$ cat src/rtl/tx_frame_controller.sv
// Byte-wide TX frame sequencer: header, payload, CRC-8 trailer, then ACK/NACK wait
// with bounded retransmission and a per-attempt timeout.
module tx_frame_controller #(
  parameter int unsigned MAX_RETRY   = 3,
  parameter int unsigned ACK_TIMEOUT = 255,
  parameter logic [7:0]  CRC_POLY    = 8'h07
) (
  input  logic         i_clk,
  input  logic         i_rst,
  input  logic         i_start,
  input  logic [135:0] i_tx_packet,
  input  logic         i_test_mode,
  output logic [7:0]   o_tx_data,
  output logic         o_tx_valid,
  input  logic         i_tx_ready,
  input  logic         i_rx_ack,
  input  logic         i_rx_nack,
  output logic         o_busy,
  output logic         o_done,
  output logic         o_fail,
  output logic [1:0]   o_retry_cnt
);

  localparam logic [7:0] TimeoutLast = 8'(ACK_TIMEOUT - 1);
  localparam logic [1:0] MaxRetry    = 2'(MAX_RETRY);

  typedef enum logic [2:0] {StIdle, StHdr, StPay, StCrc, StWaitAck} state_e;

  state_e       r_state;
  logic [135:0] r_pkt;
  logic         r_tmode;
  logic [7:0]   r_crc;
  logic [3:0]   r_idx;
  logic [7:0]   r_timer;
  logic [1:0]   r_retry;
  logic [7:0]   r_tx_data;
  logic         r_tx_valid;
  logic         r_busy;
  logic         r_done;
  logic         r_fail;

  logic [7:0]   w_crc_next;
  logic [3:0]   w_len;
  logic [3:0]   w_idx_nxt;
  logic [7:0]   w_pay_byte;
  logic         w_retry_req;

  // CRC folded over the byte currently on the link; only committed on a transfer.
  always_comb begin
    w_crc_next = r_crc ^ r_tx_data;
    for (int i = 0; i < 8; i++) begin
      w_crc_next = w_crc_next[7] ? ((w_crc_next << 1) ^ CRC_POLY) : (w_crc_next << 1);
    end
  end

  assign w_len       = r_pkt[131:128];
  assign w_idx_nxt   = r_idx + 4'd1;
  assign w_pay_byte  = r_pkt[8'd127 - {1'b0, w_idx_nxt, 3'b000} -: 8];
  assign w_retry_req = i_rx_nack || (!i_rx_ack && (r_timer == TimeoutLast));

  // tx_data is loaded one edge early so consecutive bytes go out with no bubble.
  always_ff @(posedge i_clk) begin
    if (i_rst) begin
      r_state    <= StIdle;
      r_pkt      <= '0;
      r_tmode    <= 1'b0;
      r_crc      <= 8'h00;
      r_idx      <= 4'd0;
      r_timer    <= 8'd0;
      r_retry    <= 2'd0;
      r_tx_data  <= 8'h00;
      r_tx_valid <= 1'b0;
      r_busy     <= 1'b0;
      r_done     <= 1'b0;
      r_fail     <= 1'b0;
    end else begin
      r_done <= 1'b0;
      r_fail <= 1'b0;
      unique case (r_state)
        StIdle: begin
          if (i_start) begin
            r_pkt      <= i_tx_packet;
            r_tmode    <= i_test_mode;
            r_retry    <= 2'd0;
            r_crc      <= 8'h00;
            r_idx      <= 4'd0;
            r_tx_data  <= i_tx_packet[135:128];
            r_tx_valid <= 1'b1;
            r_busy     <= 1'b1;
            r_state    <= StHdr;
          end
        end
        StHdr: begin
          if (i_tx_ready) begin
            r_crc <= w_crc_next;
            r_idx <= 4'd0;
            if (w_len == 4'd0) begin
              r_tx_data <= w_crc_next ^ {7'b0, r_tmode};
              r_state   <= StCrc;
            end else begin
              r_tx_data <= r_pkt[127:120];
              r_state   <= StPay;
            end
          end
        end
        StPay: begin
          if (i_tx_ready) begin
            r_crc <= w_crc_next;
            r_idx <= w_idx_nxt;
            if (w_idx_nxt == w_len) begin
              r_tx_data <= w_crc_next ^ {7'b0, r_tmode};
              r_state   <= StCrc;
            end else begin
              r_tx_data <= w_pay_byte;
            end
          end
        end
        StCrc: begin
          if (i_tx_ready) begin
            r_timer    <= 8'd0;
            r_tx_data  <= 8'h00;
            r_tx_valid <= 1'b0;
            r_state    <= StWaitAck;
          end
        end
        StWaitAck: begin
          r_timer <= r_timer + 8'd1;
          if (w_retry_req) begin
            if (r_retry < MaxRetry) begin
              r_retry    <= r_retry + 2'd1;
              r_crc      <= 8'h00;
              r_idx      <= 4'd0;
              r_tx_data  <= r_pkt[135:128];
              r_tx_valid <= 1'b1;
              r_state    <= StHdr;
            end else begin
              r_fail  <= 1'b1;
              r_busy  <= 1'b0;
              r_state <= StIdle;
            end
          end else if (i_rx_ack) begin
            r_done  <= 1'b1;
            r_busy  <= 1'b0;
            r_state <= StIdle;
          end
        end
        default: begin
          r_state    <= StIdle;
          r_tx_valid <= 1'b0;
          r_busy     <= 1'b0;
        end
      endcase
    end
  end

  assign o_tx_data   = r_tx_data;
  assign o_tx_valid  = r_tx_valid;
  assign o_busy      = r_busy;
  assign o_done      = r_done;
  assign o_fail      = r_fail;
  assign o_retry_cnt = r_retry;

endmodule

$ cat config.mk
export PLATFORM = sky130hd
export DESIGN_NAME = tx_frame_controller
export DESIGN_NICKNAME = d
export VERILOG_FILES = /design/src/rtl/tx_frame_controller.sv
export SDC_FILE = /design/constraint.sdc
export NUM_CORES = 1
export LEC_CHECK = 0
export CORE_MARGIN = 2
export CORE_UTILIZATION = 40
export CTS_BUF_LIST = sky130_fd_sc_hd__clkbuf_4 sky130_fd_sc_hd__clkbuf_8
export CTS_CLUSTER_DIAMETER = 50
export DETAILED_ROUTE_END_ITERATION = 10
export HOLD_SLACK_MARGIN = 0.06
export PLACE_DENSITY = 0.62
export SETUP_SLACK_MARGIN = 0.3
export SLEW_MARGIN = 25
export SYNTH_ARGS = -nofsm -noshare
export SYNTH_HDL_FRONTEND = slang
export SYNTH_SLANG_ARGS = --single-unit
$ cat constraint.sdc
create_clock -name i_clk -period 2.38 [get_ports i_clk]
set_input_delay 0.476 -clock i_clk [delete_from_list [all_inputs] [get_ports i_clk]]
set_output_delay 0.476 -clock i_clk [all_outputs]
set_load 0.05 [all_outputs]
Word level (Yosys, flattened, before mapping) --
Cells that the tools add are included.
Operators by class: equality and inequality tests 16, bitwise logic cells 14, reductions and logical operators 23, $add $sub $neg 4, muxes and demuxes 54, shift operators 1, magnitude comparators 1
Operator list (number):
- $shiftx A143 B9 Y8 | 1
- $mux W8 | 12
- $mux W3 | 15
- $pmux W8 S5 | 1
- $not A3 Y3 | 8
- $pmux W8 S3 | 1
- $mux W4 | 5
- $pmux W4 S4 | 1
- $pmux W8 S2 | 1
- $pmux W3 S5 | 1
- $ne A2 B2 Y1 const B | 7
- $reduce_and A6 Y1 | 2
- $mux W1 | 11
- $reduce_and A5 Y1 | 2
- $reduce_or A3 Y1 | 3
- $add A8 B1 Y8 const B | 1
- $eq A8 B8 Y1 const B | 1
- $reduce_and A4 Y1 | 2
- $sub A7 B7 Y8 const A | 1
- $xor A8 B1 Y8 | 1
- $xor A8 B8 Y8 | 1
- $reduce_and A7 Y1 | 1
- $eq A3 B2 Y1 const B | 2
- $mux W2 | 3
- 23 further kinds | 29
Word-level totals: word-level logic and storage cells 125, flip-flop bits (word level) 174, bits of input ports 143

Depth between registers and ports, before layout --
Gate-level depths: netlist of the first run.
depth in word-level cells 21, depth in mapped cells 9, gate-level depth less buffers 8

Least setup slack after synthesis of the first run --
OpenSTA, ideal clock, no wires.
path type flip-flop to flip-flop, start reg r_tx_data[6] (netlist: o_tx_data[6]), end reg r_crc[2], arrival 2127 ps, period minus slack after synthesis 2197 ps, path buffers 0, setup slack 183 ps, cell stages (with the launch flop) 6, library setup time 70 ps, path through dfxtp_1 -> xor2_1 -> xnor3_1 -> xor2_1 -> or4_1 -> a21oi_1
On the way: longest elaborated chain between the ends 5
Ends and longest elaborated chain:
- start: declaration | line 36 | logic [7:0] r_tx_data;
- start signal: assignment | line 87 | r_tx_data <= i_tx_packet[135:128];
- start signal: assignment | line 98 | r_tx_data <= w_crc_next ^ {7'b0, r_tmode};
- start signal: assignment | line 101 | r_tx_data <= r_pkt[127:120];
- $xor A8 B8 Y8 | line 50 | w_crc_next = r_crc ^ r_tx_data;
- $mux W3 (2 in series) | line 52 | w_crc_next = w_crc_next[7] ? ((w_crc_next << 1) ^ CRC_POLY) : (w_crc_next << 1);
- $mux W8 | line 94, 107
- $pmux W8 S3 | line 79 | unique case (r_state)
- end signal: assignment | line 95 | r_crc <= w_crc_next;
- end signal: assignment | line 108 | r_crc <= w_crc_next;
- end: declaration | line 32 | logic [7:0] r_crc;
Every way passes these cells. The select of a mux whose other input is x is not followed. A chain may end at the register's enable or synchronous reset.

Final worst setup path of the first run --
start reg r_idx[0], end reg r_tx_data[7] (netlist: o_tx_data[7])
On the way: longest elaborated chain between the ends 6, elaborated cells between the ends (all ways) 7
Ends and longest elaborated chain:
- start: declaration | line 33 | logic [3:0] r_idx;
- start signal: assignment | line 109 | r_idx <= w_idx_nxt;
- $add A4 B1 Y4 (*) | line 57 | assign w_idx_nxt = r_idx + 4'd1;
- $sub A7 B7 Y8 | line 58 | assign w_pay_byte = r_pkt[8'd127 - {1'b0, w_idx_nxt, 3'b000} -: 8];
- $shiftx A143 B9 Y8 | line 58
- $mux W8 (*) | line 110 | if (w_idx_nxt == w_len) begin
- $mux W8 (*) | line 107 | if (i_tx_ready) begin
- $pmux W8 S5 (*) | line 79
- end signal: assignment | line 87
- end signal: assignment | line 111 | r_tx_data <= w_crc_next ^ {7'b0, r_tmode};
- end signal: assignment | line 114 | r_tx_data <= w_pay_byte;
Mark *: on every way between the ends. The rest lies on a longest branch, timed or not. The select of a mux whose other input is x is not followed.

==> impl_metrics.py, run 1 <==
metrics = {
    "flow_run": {
        "drv_cap": 0,
    },
    "setup_path": {
        "arrival_ns": 2.64,
        "critical_path_class": "reg -> reg",
        "start_kind": "register",
        "worstPathMaxFanout": 6,
        "regToRegSetupSlack_ns": 0.11,
        "end_kind": "register",
        "required_ns": 2.75,
    },
    "yosys": {
        "ys_seq_area_frac": 0.427,
        "async_reset_ff_frac": 0,
        "yosysTopAreaCellShare": 0.427,
        "yosys.area.top_type": "dfxtp_1",
        "synth_area_um2": 8150,
        "synth_warnings": 0,
        "avgSynthCellArea_um2": 8.72,
        "synth-main-ff-cell": "dfxtp_1",
        "syn_inst": 935,
        "ys_types": 66,
        "syn_nets": 1082,
        "synth_area_leaders": "dfxtp_1 43%, nand2_1 14%, a21oi_1 10%",
        "ys_seq_elements": 174,
        "synth-edff-count": 0,
    },
    "grt": {
        "grt_pass1_vias": 6850,
        "overflow": 0,
        "grt_max_degree": 63,
        "gr-usage-all-layers": 0.223,
        "grt_pass1_wl_um": 37300,
        "grt_antenna_before_repair": 0,
    },
    "routing": {
        "wl_per_cell_um": 17.5,
        "drc": 0,
        "top_layer_used": "met4",
        "wl_met2_um": 11300,
        "num_vias": 7245,
        "drt_first_pass_iters": 5,
        "drt-met1-wl_um": 10800,
        "viasPerCell": 5.27,
        "wl_met3_um": 1560,
        "wirelength_um": 24000,
        "drt_iter0_drc": 535,
        "ant_nets": 0,
    },
    "die": {
        "die_w_um": 147,
        "die_h_um": 147,
        "start_util": 0.405,
        "ioPinCount": 157,
        "fp-row-count": 52,
        "die_area_um2": 21500,
        "coreArea_um2": 20100,
    },
    "outcome": {
        "status": "finished, final reports clean",
    },
    "sta": {
        "skew_ns": 0.0132,
        "slew_headroom": 0.642,
        "setup_viol_count_final": 0,
        "fin_setup_tns_ns": 0,
        "hold_violations": 0,
        "finalCriticalPeriod_ns": 2.27,
        "worst_pin_slew_ns": 0.533,
        "timing.final.crit_share": 0.952,
        "finalMaxSlewViolations": 0,
        "rsz0062_at_grt": "true",
        "max_freq_mhz": 441,
    },
    "cts": {
        "cts_sinks": 174,
        "cts_buffers": 17,
        "clk_path_buf_depth": 2,
        "cts_tree": "built",
        "root_buffer": "clkbuf_8",
        "cts.clk_slew.worst_paths_ns": 0.10,
        "h-tree-depth": 4,
        "insertion_delay_ns": 0.48,
    },
    "layout": {
        "n_antenna_cell": 0,
        "finalNetCount": 1238,
        "instances_no_fill": 1374,
        "synthToLayoutAreaGrowth_pct": 31.7,
        "drive_gt1_frac": 0.130,
    },
    "power": {
        "p_leak_nw": 3.99,
        "ir_worst_vdd_mv": 0.435,
        "power_density_nw_per_um2": 926,
    },
    "placement": {
        "io_buffers": 156,
        "dp_hpwl_um": 17700,
        "place.gp.congestion": 0.843,
        "post-place-cells": 1336,
    },
    "worst_hold_path": {
        "hp-class": "in -> reg",
    },
}
-- where the power goes --
| group | total [mW] | leakage [nW] | switching [mW] | internal, mW |
|---|---|---|---|---|
| Combinational | 4.09 | 2.36 | 2.33 | 1.75 |
| Clock | 2.09 | 0.199 | 1.21 | 0.882 |
| Sequential | 3.77 | 1.43 | 0.387 | 3.38 |
-- critical path, stage by stage, from the launching register on --
cell,delay [ns]
dfxtp_4,0.39
ha_4,0.37
mux4_2,0.54
mux4_2,0.50
a221oi_2,0.27
o21ai_1,0.08
-- path summary, 6_finish.rpt --
check	from	end	depth (start not counted)
hold reg to reg	r_pkt[17]	r_pkt[17]	2
hold / removal	i_rst	o_retry_cnt[1]	2
setup / recovery	r_idx[0]	o_tx_data[7]	5
setup reg to reg	r_idx[0]	o_tx_data[7]	5
-- cell usage after synthesis, types with 5 or more instances --
| cell | n |
|---|---|
| a21oi_1 | 170 |
| a221oi_1 | 5 |
| clkbuf_1 | 56 |
| dfxtp_1 | 174 |
| mux4_1 | 21 |
| mux4_2 | 19 |
| nand2_1 | 311 |
| nand3_1 | 5 |
| nand4b_1 | 5 |
| nor2_1 | 20 |
| nor2b_1 | 5 |
| o21ai_0 | 11 |
| o21ai_1 | 7 |
| o22a_1 | 5 |
| or3_1 | 5 |
| xnor2_1 | 16 |
| xor2_1 | 11 |
-- cells by family (layout without fill, tap and decap cells) --
group	count (synthesis)	count (layout)	share of synthesized area
AO/OA/AOI/OAI	222	222	0.152
adder cells (fa/ha/maj)	4	4	0.00614
AND/OR/NAND/NOR	381	381	0.198
multiplexers	47	47	0.129
buffers and inverters	75	244	0.0439
XOR/XNOR	32	32	0.0442
flip-flops	174	174	0.427
-- area by class of cell --
| class | count | area (um^2) |
|---|---|---|
| fill | 1872 | 9370 |
| multi-input combinational | 686 | 4400 |
| sequential | 174 | 3490 |
| timing repair buffer | 208 | 2100 |
| tap | 270 | 338 |
| clock buffer | 18 | 241 |
| clock inverter | 14 | 151 |
| inverter | 4 | 15.0 |
-- registers in the layout, indices dropped and copies added (netlist names) --
register and count:
r_pkt 136, o_tx_data 8, r_crc 8, r_timer 8, r_idx 4, r_state 3, o_retry_cnt 2, o_busy 1
o_done 1, o_fail 1, o_tx_valid 1, r_tmode 1
-- cells in the final DEF (no fill, tap or decap), types with 3 or more instances in the layout --
master,count
inv_6,6
clkbuf_8,17
o21ai_0,11
mux4_2,22
o21ai_1,7
dfxtp_1,169
nor2b_1,5
mux2i_1,4
nand2_1,309
ha_1,3
o22ai_1,3
o22a_1,5
or2_2,3
buf_4,38
inv_1,3
buf_12,13
xor2_1,9
a221oi_2,6
nand3_1,5
dfxtp_2,4
xnor2_1,16
or4_1,4
nor2_1,19
mux4_1,18
nand4b_1,5
mux2_2,3
clkdlybuf4s50_1,141
or3_1,5
dlygate4sd2_1,14
a21oi_1,169
-- metrics by stage --
step / util / hold slack (ns) / instance area (um^2) / setup slack [ns] / power [mW]
3_3_place_gp: 0.509 / 0.439 / 10200 / -0.0511 / 7.80
6_report: 0.534 / 0.319 / 10700 / 0.113 / 9.94
3_5_place_dp: 0.509 / 0.446 / 10200 / -0.0986 / 7.82
5_1_grt: 0.534 / 0.301 / 10700 / 0.0212 / 10.5
2_1_floorplan: - / 0.432 / 8190 / 0.269 / 6.35
4_1_cts: 0.532 / 0.297 / 10700 / 0.106 / 9.90
-- layer usage --
metal | vias up | GRT usage
met5 | - | 0
met4 | 0 | 0.0578
met3 | 24 | 0.0460
met2 | 247 | 0.362
met1 | 3426 | 0.305
li1 | 3548 | -
-- repair_timing --
| action | CTS | global route |
|---|---|---|
| resized for setup | 25 | 10 |
| setup buffers | 4 | 2 |
| hold buffers | 0 | 0 |
| setup endpoints to repair | 31 | 18 |
| pin swaps | 4 | 3 |
Note: power is estimated with default switching activity, not from simulation.
==> run 2: changes to the inputs <==
- PLACE_DENSITY: 0.62 -> default
- PLACE_DENSITY_LB_ADDON: default -> 0.05
==> run 2 against run 1 <==
Effect of this change:
- worst setup slack worse by 0.034 ns
- critical path type unchanged
- core utilization is 0.20 points lower
- die area stayed put
- combinational power hardly changed
- power is 0.97% lower
==> impl_metrics.py, run 2 (synthesis gave the netlist of run 1 again) <==
metrics = {
    "outcome": {
        "status": "finished, final reports clean",
    },
    "grt": {
        "use_met3": 0.0422,
        "met1_usage": 0.294,
        "grt_antenna_before_repair": 0,
        "grt_most_used_layer": "met2",
        "grt_max_degree": 99,
        "gr-usage-met2": 0.356,
        "grt_pass1_vias": 6775,
        "gr-usage-all-layers": 0.216,
        "overflow": 0,
        "grt_pass1_wl_um": 36400,
    },
    "layout": {
        "n_antenna_cell": 0,
        "top_register": "r_pkt",
        "finalNetCount": 1233,
        "drive_gt1_frac": 0.134,
        "instances_no_fill": 1369,
        "synthToLayoutAreaGrowth_pct": 31.2,
        "layout_common_cells": "309 x nand2_1, 170 x dfxtp_1, 168 x a21oi_1",
        "layout_commonest_cell": "nand2_1",
        "largest_reg_flops": 136,
    },
    "setup_path": {
        "crit_start": "r_idx[0]",
        "arrival_ns": 2.65,
        "critical_path_class": "reg -> reg",
        "r2r_start": "r_idx[0]",
        "required_ns": 2.73,
        "crit_end": "o_tx_data[5]",
        "regToRegSetupSlack_ns": 0.08,
        "end_kind": "register",
        "start_kind": "register",
        "r2r-end": "o_tx_data[5]",
        "worstPathMaxFanout": 11,
        "r2r_cells": 6,
    },
    "sta": {
        "setup_ws_ns": 0.0792,
        "fin_setup_tns_ns": 0,
        "skew_ns": 0.0207,
        "rsz0062_at_grt": "true",
        "setup_viol_count_final": 0,
        "finalCriticalPeriod_ns": 2.30,
        "worst_pin_slew_ns": 0.576,
        "hold_violations": 0,
        "slew_headroom": 0.613,
        "max_freq_mhz": 435,
        "timing.final.crit_share": 0.967,
        "finalMaxSlewViolations": 0,
    },
    "routing": {
        "num_vias": 7062,
        "wl_per_cell_um": 17.0,
        "viasPerCell": 5.16,
        "drt_first_pass_iters": 5,
        "wirelength_um": 23300,
        "ant_nets": 0,
        "drc": 0,
        "drt_iter0_drc": 412,
    },
    "die": {
        "fp-row-count": 52,
        "die_area_um2": 21500,
        "coreArea_um2": 20100,
        "ioPinCount": 157,
        "die_w_um": 147,
        "die_h_um": 147,
        "start_util": 0.405,
    },
    "cts": {
        "cts_buffers": 17,
        "h-tree-depth": 4,
        "insertion_delay_ns": 0.46,
        "cts_tree": "built",
        "cts_sinks": 174,
        "cts.clk_slew.worst_paths_ns": 0.10,
        "root_buffer": "clkbuf_8",
        "clk_path_buf_depth": 2,
    },
    "placement": {
        "place.gp.congestion": 0.809,
        "pre_cts_ws_ns": -0.179,
        "post-place-cells": 1332,
        "io_buffers": 156,
        "dp_hpwl_um": 16600,
    },
    "flow_run": {
        "drv_cap": 0,
    },
    "power": {
        "p_leak_nw": 3.93,
        "ir_worst_vdd_mv": 0.432,
        "power_density_nw_per_um2": 920,
    },
    "worst_hold_path": {
        "hp-class": "reg -> reg",
    },
}
## run 2: cell count changes in the layout (fill, tap and decap cells not counted), sizes merged
cell,before,now
buf,53,48
dlygate4sd2,14,12
bufinv,1,0
clkdlybuf4s50,141,142
clkinvlp,1,2
dlymetal6s2s,0,1
## run 2: routing by layer
metal | vias up | wire, um | part of all wire
li1 | 3525 | - | -
met1 | 3356 | 11100 | 0.48
met2 | 160 | 11100 | 0.48
met3 | 21 | 818 | 0.035
met4 | 0 | 306 | 0.013
met5 | - | 0 | 0
## run 2: how the worst min path moves through the flow
stage	endpoint	startpoint	depth (start not counted)
after global routing	r_pkt[41]	r_pkt[41]	2
after CTS	r_pkt[31]	r_pkt[31]	2
after global placement	r_pkt[19]	r_pkt[19]	2
after floorplan	r_pkt[24]	r_pkt[24]	2
final	r_pkt[31]	r_pkt[31]	2
after detailed placement	r_pkt[84]	r_pkt[84]	2
## run 2: timing repair
item,4_1_cts,5_1_grt
hold buffers,0,0
pin swaps,7,6
gates resized for setup,29,17
setup buffers,3,2
setup endpoints to repair,27,17
## run 2: area by class of cell
cell class | instances | area (um^2)
Clock inverter | 14 | 145
Tap cell | 270 | 338
Fill cell | 1916 | 9410
Sequential cell | 174 | 3490
Inverter | 4 | 15.0
Timing Repair Buffer | 203 | 2070
Multi-Input combinational cell | 686 | 4390
Clock buffer | 18 | 241
## run 2: metrics by stage
stage / utilization / hold slack, ns / cell area (um^2) / power, mW
final: 0.532 / 0.454 / 10700 / 9.85
after global routing: 0.532 / 0.470 / 10700 / 10.4
after CTS: 0.529 / 0.458 / 10600 / 9.86
after detailed placement: 0.508 / 0.442 / 10200 / 7.78
after global placement: 0.508 / 0.439 / 10200 / 7.77
after floorplan: - / 0.432 / 8190 / 6.35
## run 2: critical path, cell delays in order, from the launching register on
cell and delay (ns):
dfxtp_4 0.39, ha_4 0.37, buf_12 0.16, mux4_2 0.35, mux4_2 0.53, a221oi_2 0.30
o21ai_1 0.09
## run 2: report_power, final
group / total, mW / switching, mW / internal (mW)
Clock: 2.03 / 1.24 / 0.795
Combinational: 4.12 / 2.33 / 1.78
Sequential: 3.70 / 0.319 / 3.38
==> run 3: changes to the inputs <==
- TNS_END_PERCENT: default -> 1
==> run 3 against run 2 <==
Effect of this change:
- fmax up 1.0%
- core utilization shrank 0.18 points
- sequential power hardly changed
- highest routed layer unchanged
- clock power about the same
- critical path type unchanged
- largest cell class unchanged
- die area unchanged
==> impl_metrics.py, run 3 (synthesis gave the netlist of run 1 again) <==
metrics = {
    "outcome": {
        "status": "finished, final reports clean",
    },
    "cts": {
        "cts.clk_slew.worst_paths_ns": 0.11,
        "root_buffer": "clkbuf_8",
        "cts_buffers": 17,
        "hold_buffers": 0,
        "insertion_delay_ns": 0.47,
        "cts_tree": "built",
        "clk_path_buf_depth": 2,
        "h-tree-depth": 4,
        "cts_sinks": 174,
    },
    "power": {
        "ir_worst_vdd_mv": 0.387,
        "power_density_nw_per_um2": 922,
        "p_leak_nw": 3.89,
    },
    "routing": {
        "drt_first_pass_iters": 5,
        "ant_nets": 0,
        "wirelength_um": 23700,
        "viasPerCell": 5.18,
        "drc": 0,
        "num_vias": 7091,
        "drt_iter0_drc": 576,
        "wl_per_cell_um": 17.3,
    },
    "sta": {
        "finalCriticalPeriod_ns": 2.28,
        "hold_violations": 0,
        "rsz0062_at_grt": "true",
        "timing.final.crit_share": 0.957,
        "slew_headroom": 0.529,
        "finalMaxSlewViolations": 0,
        "skew_ns": 0.0188,
        "fin_setup_tns_ns": 0,
        "setup_viol_count_final": 0,
        "worst_pin_slew_ns": 0.701,
        "max_freq_mhz": 439,
    },
    "setup_path": {
        "arrival_ns": 2.64,
        "start_kind": "register",
        "crit_end": "o_tx_data[6]",
        "r2r_start": "r_idx[0]",
        "regToRegSetupSlack_ns": 0.10,
        "worstPathMaxFanout": 10,
        "critical_path_class": "reg -> reg",
        "crit_start": "r_idx[0]",
        "r2r_cells": 6,
        "r2r-end": "o_tx_data[6]",
        "required_ns": 2.74,
        "end_kind": "register",
    },
    "layout": {
        "top_register": "r_pkt",
        "layout_common_cells": "310 x nand2_1, 172 x dfxtp_1, 170 x a21oi_1",
        "synthToLayoutAreaGrowth_pct": 30.8,
        "largest_reg_flops": 136,
        "fillCellCount": 1894,
        "drive_gt1_frac": 0.121,
        "instances_no_fill": 1369,
        "finalNetCount": 1233,
        "n_antenna_cell": 0,
        "layout_commonest_cell": "nand2_1",
        "multi_input_area_um2": 4340,
        "register_area_um2": 3490,
    },
    "worst_hold_path": {
        "whs_path_depth": 2,
        "hp-class": "reg -> reg",
    },
    "flow_run": {
        "drv_cap": 0,
    },
    "placement": {
        "dp_hpwl_um": 16900,
        "io_buffers": 156,
        "post-place-cells": 1331,
        "place.gp.congestion": 0.846,
    },
    "die": {
        "die_w_um": 147,
        "fp-row-count": 52,
        "coreArea_um2": 20100,
        "die_area_um2": 21500,
        "die_h_um": 147,
        "start_util": 0.405,
        "ioPinCount": 157,
    },
    "grt": {
        "grt_antenna_before_repair": 0,
        "grt_pass1_vias": 6688,
        "grt_max_degree": 77,
        "gr-usage-all-layers": 0.219,
        "overflow": 0,
        "grt_pass1_wl_um": 36900,
    },
}
[run 3: cell count changes in the layout (fill, tap and decap cells not counted), moves of 3 or more]
cell,before,now
buf_12,13,10
clkdlybuf4s50_1,142,154
clkinv_4,2,5
dlygate4sd2_1,12,1
mux4_1,11,14
mux4_2,29,26
[run 3: final cells by class]
cell class              count  area share
multi-input cells         686       0.407
flip-flops and latches    174       0.327
repair buffers            203       0.196
well taps                 270      0.0317
clock buffers              18      0.0227
clock inverters            14      0.0142
inverters                   4     0.00141
[run 3: worst min-delay path by stage]
stage / startpoint / end / slack (ns)
floorplan: r_pkt[24] / r_pkt[24] / 0.43
global placement: r_pkt[51] / r_pkt[51] / 0.44
detailed placement: r_pkt[81] / r_pkt[81] / 0.44
CTS: r_pkt[21] / r_pkt[21] / 0.46
global route: r_pkt[99] / r_pkt[99] / 0.48
finish: r_pkt[69] / r_pkt[69] / 0.46
[run 3: critical path: stages (launching register included)]
cell      delay, ns
dfxtp_4        0.39
ha_4           0.35
buf_12         0.16
mux4_2         0.38
mux4_2         0.50
a221oi_1       0.29
o21ai_1        0.09
[run 3: through the flow]
| stage | utilization | power (mW) | setup slack (ns) | hold slack (ns) | cell area (um^2) |
|---|---|---|---|---|---|
| after CTS | 0.527 | 9.80 | 0.105 | 0.460 | 10600 |
| after detailed placement | 0.504 | 7.75 | -0.0336 | 0.444 | 10100 |
| after global routing | 0.530 | 10.4 | 0.0396 | 0.477 | 10700 |
| final | 0.530 | 9.83 | 0.103 | 0.459 | 10700 |
| after floorplan | - | 6.32 | 0.202 | 0.432 | 8150 |
| after global placement | 0.504 | 7.76 | -0.0325 | 0.440 | 10100 |
[run 3: what timing repair did]
action / 4_1_cts / 5_1_grt
endpoints found under the setup margin: 21 / 35
buffers inserted: 2 / 2
gates resized for setup: 9 / 10
cloned: 1 / 1
pin swaps: 1 / 1
[run 3: routing by layer]
layer,vias up,GRT usage,part of all wire
met2,153,0.345,0.47
met4,0,0.0534,0.013
met3,16,0.0444,0.041
li1,3545,-,-
met5,-,0,0
met1,3377,0.311,0.48
[run 3: where the power goes]
group | switching (mW) | leakage [nW] | internal, mW
Clock | 1.24 | 0.195 | 0.794
Sequential | 0.354 | 1.43 | 3.38
Combinational | 2.29 | 2.27 | 1.77
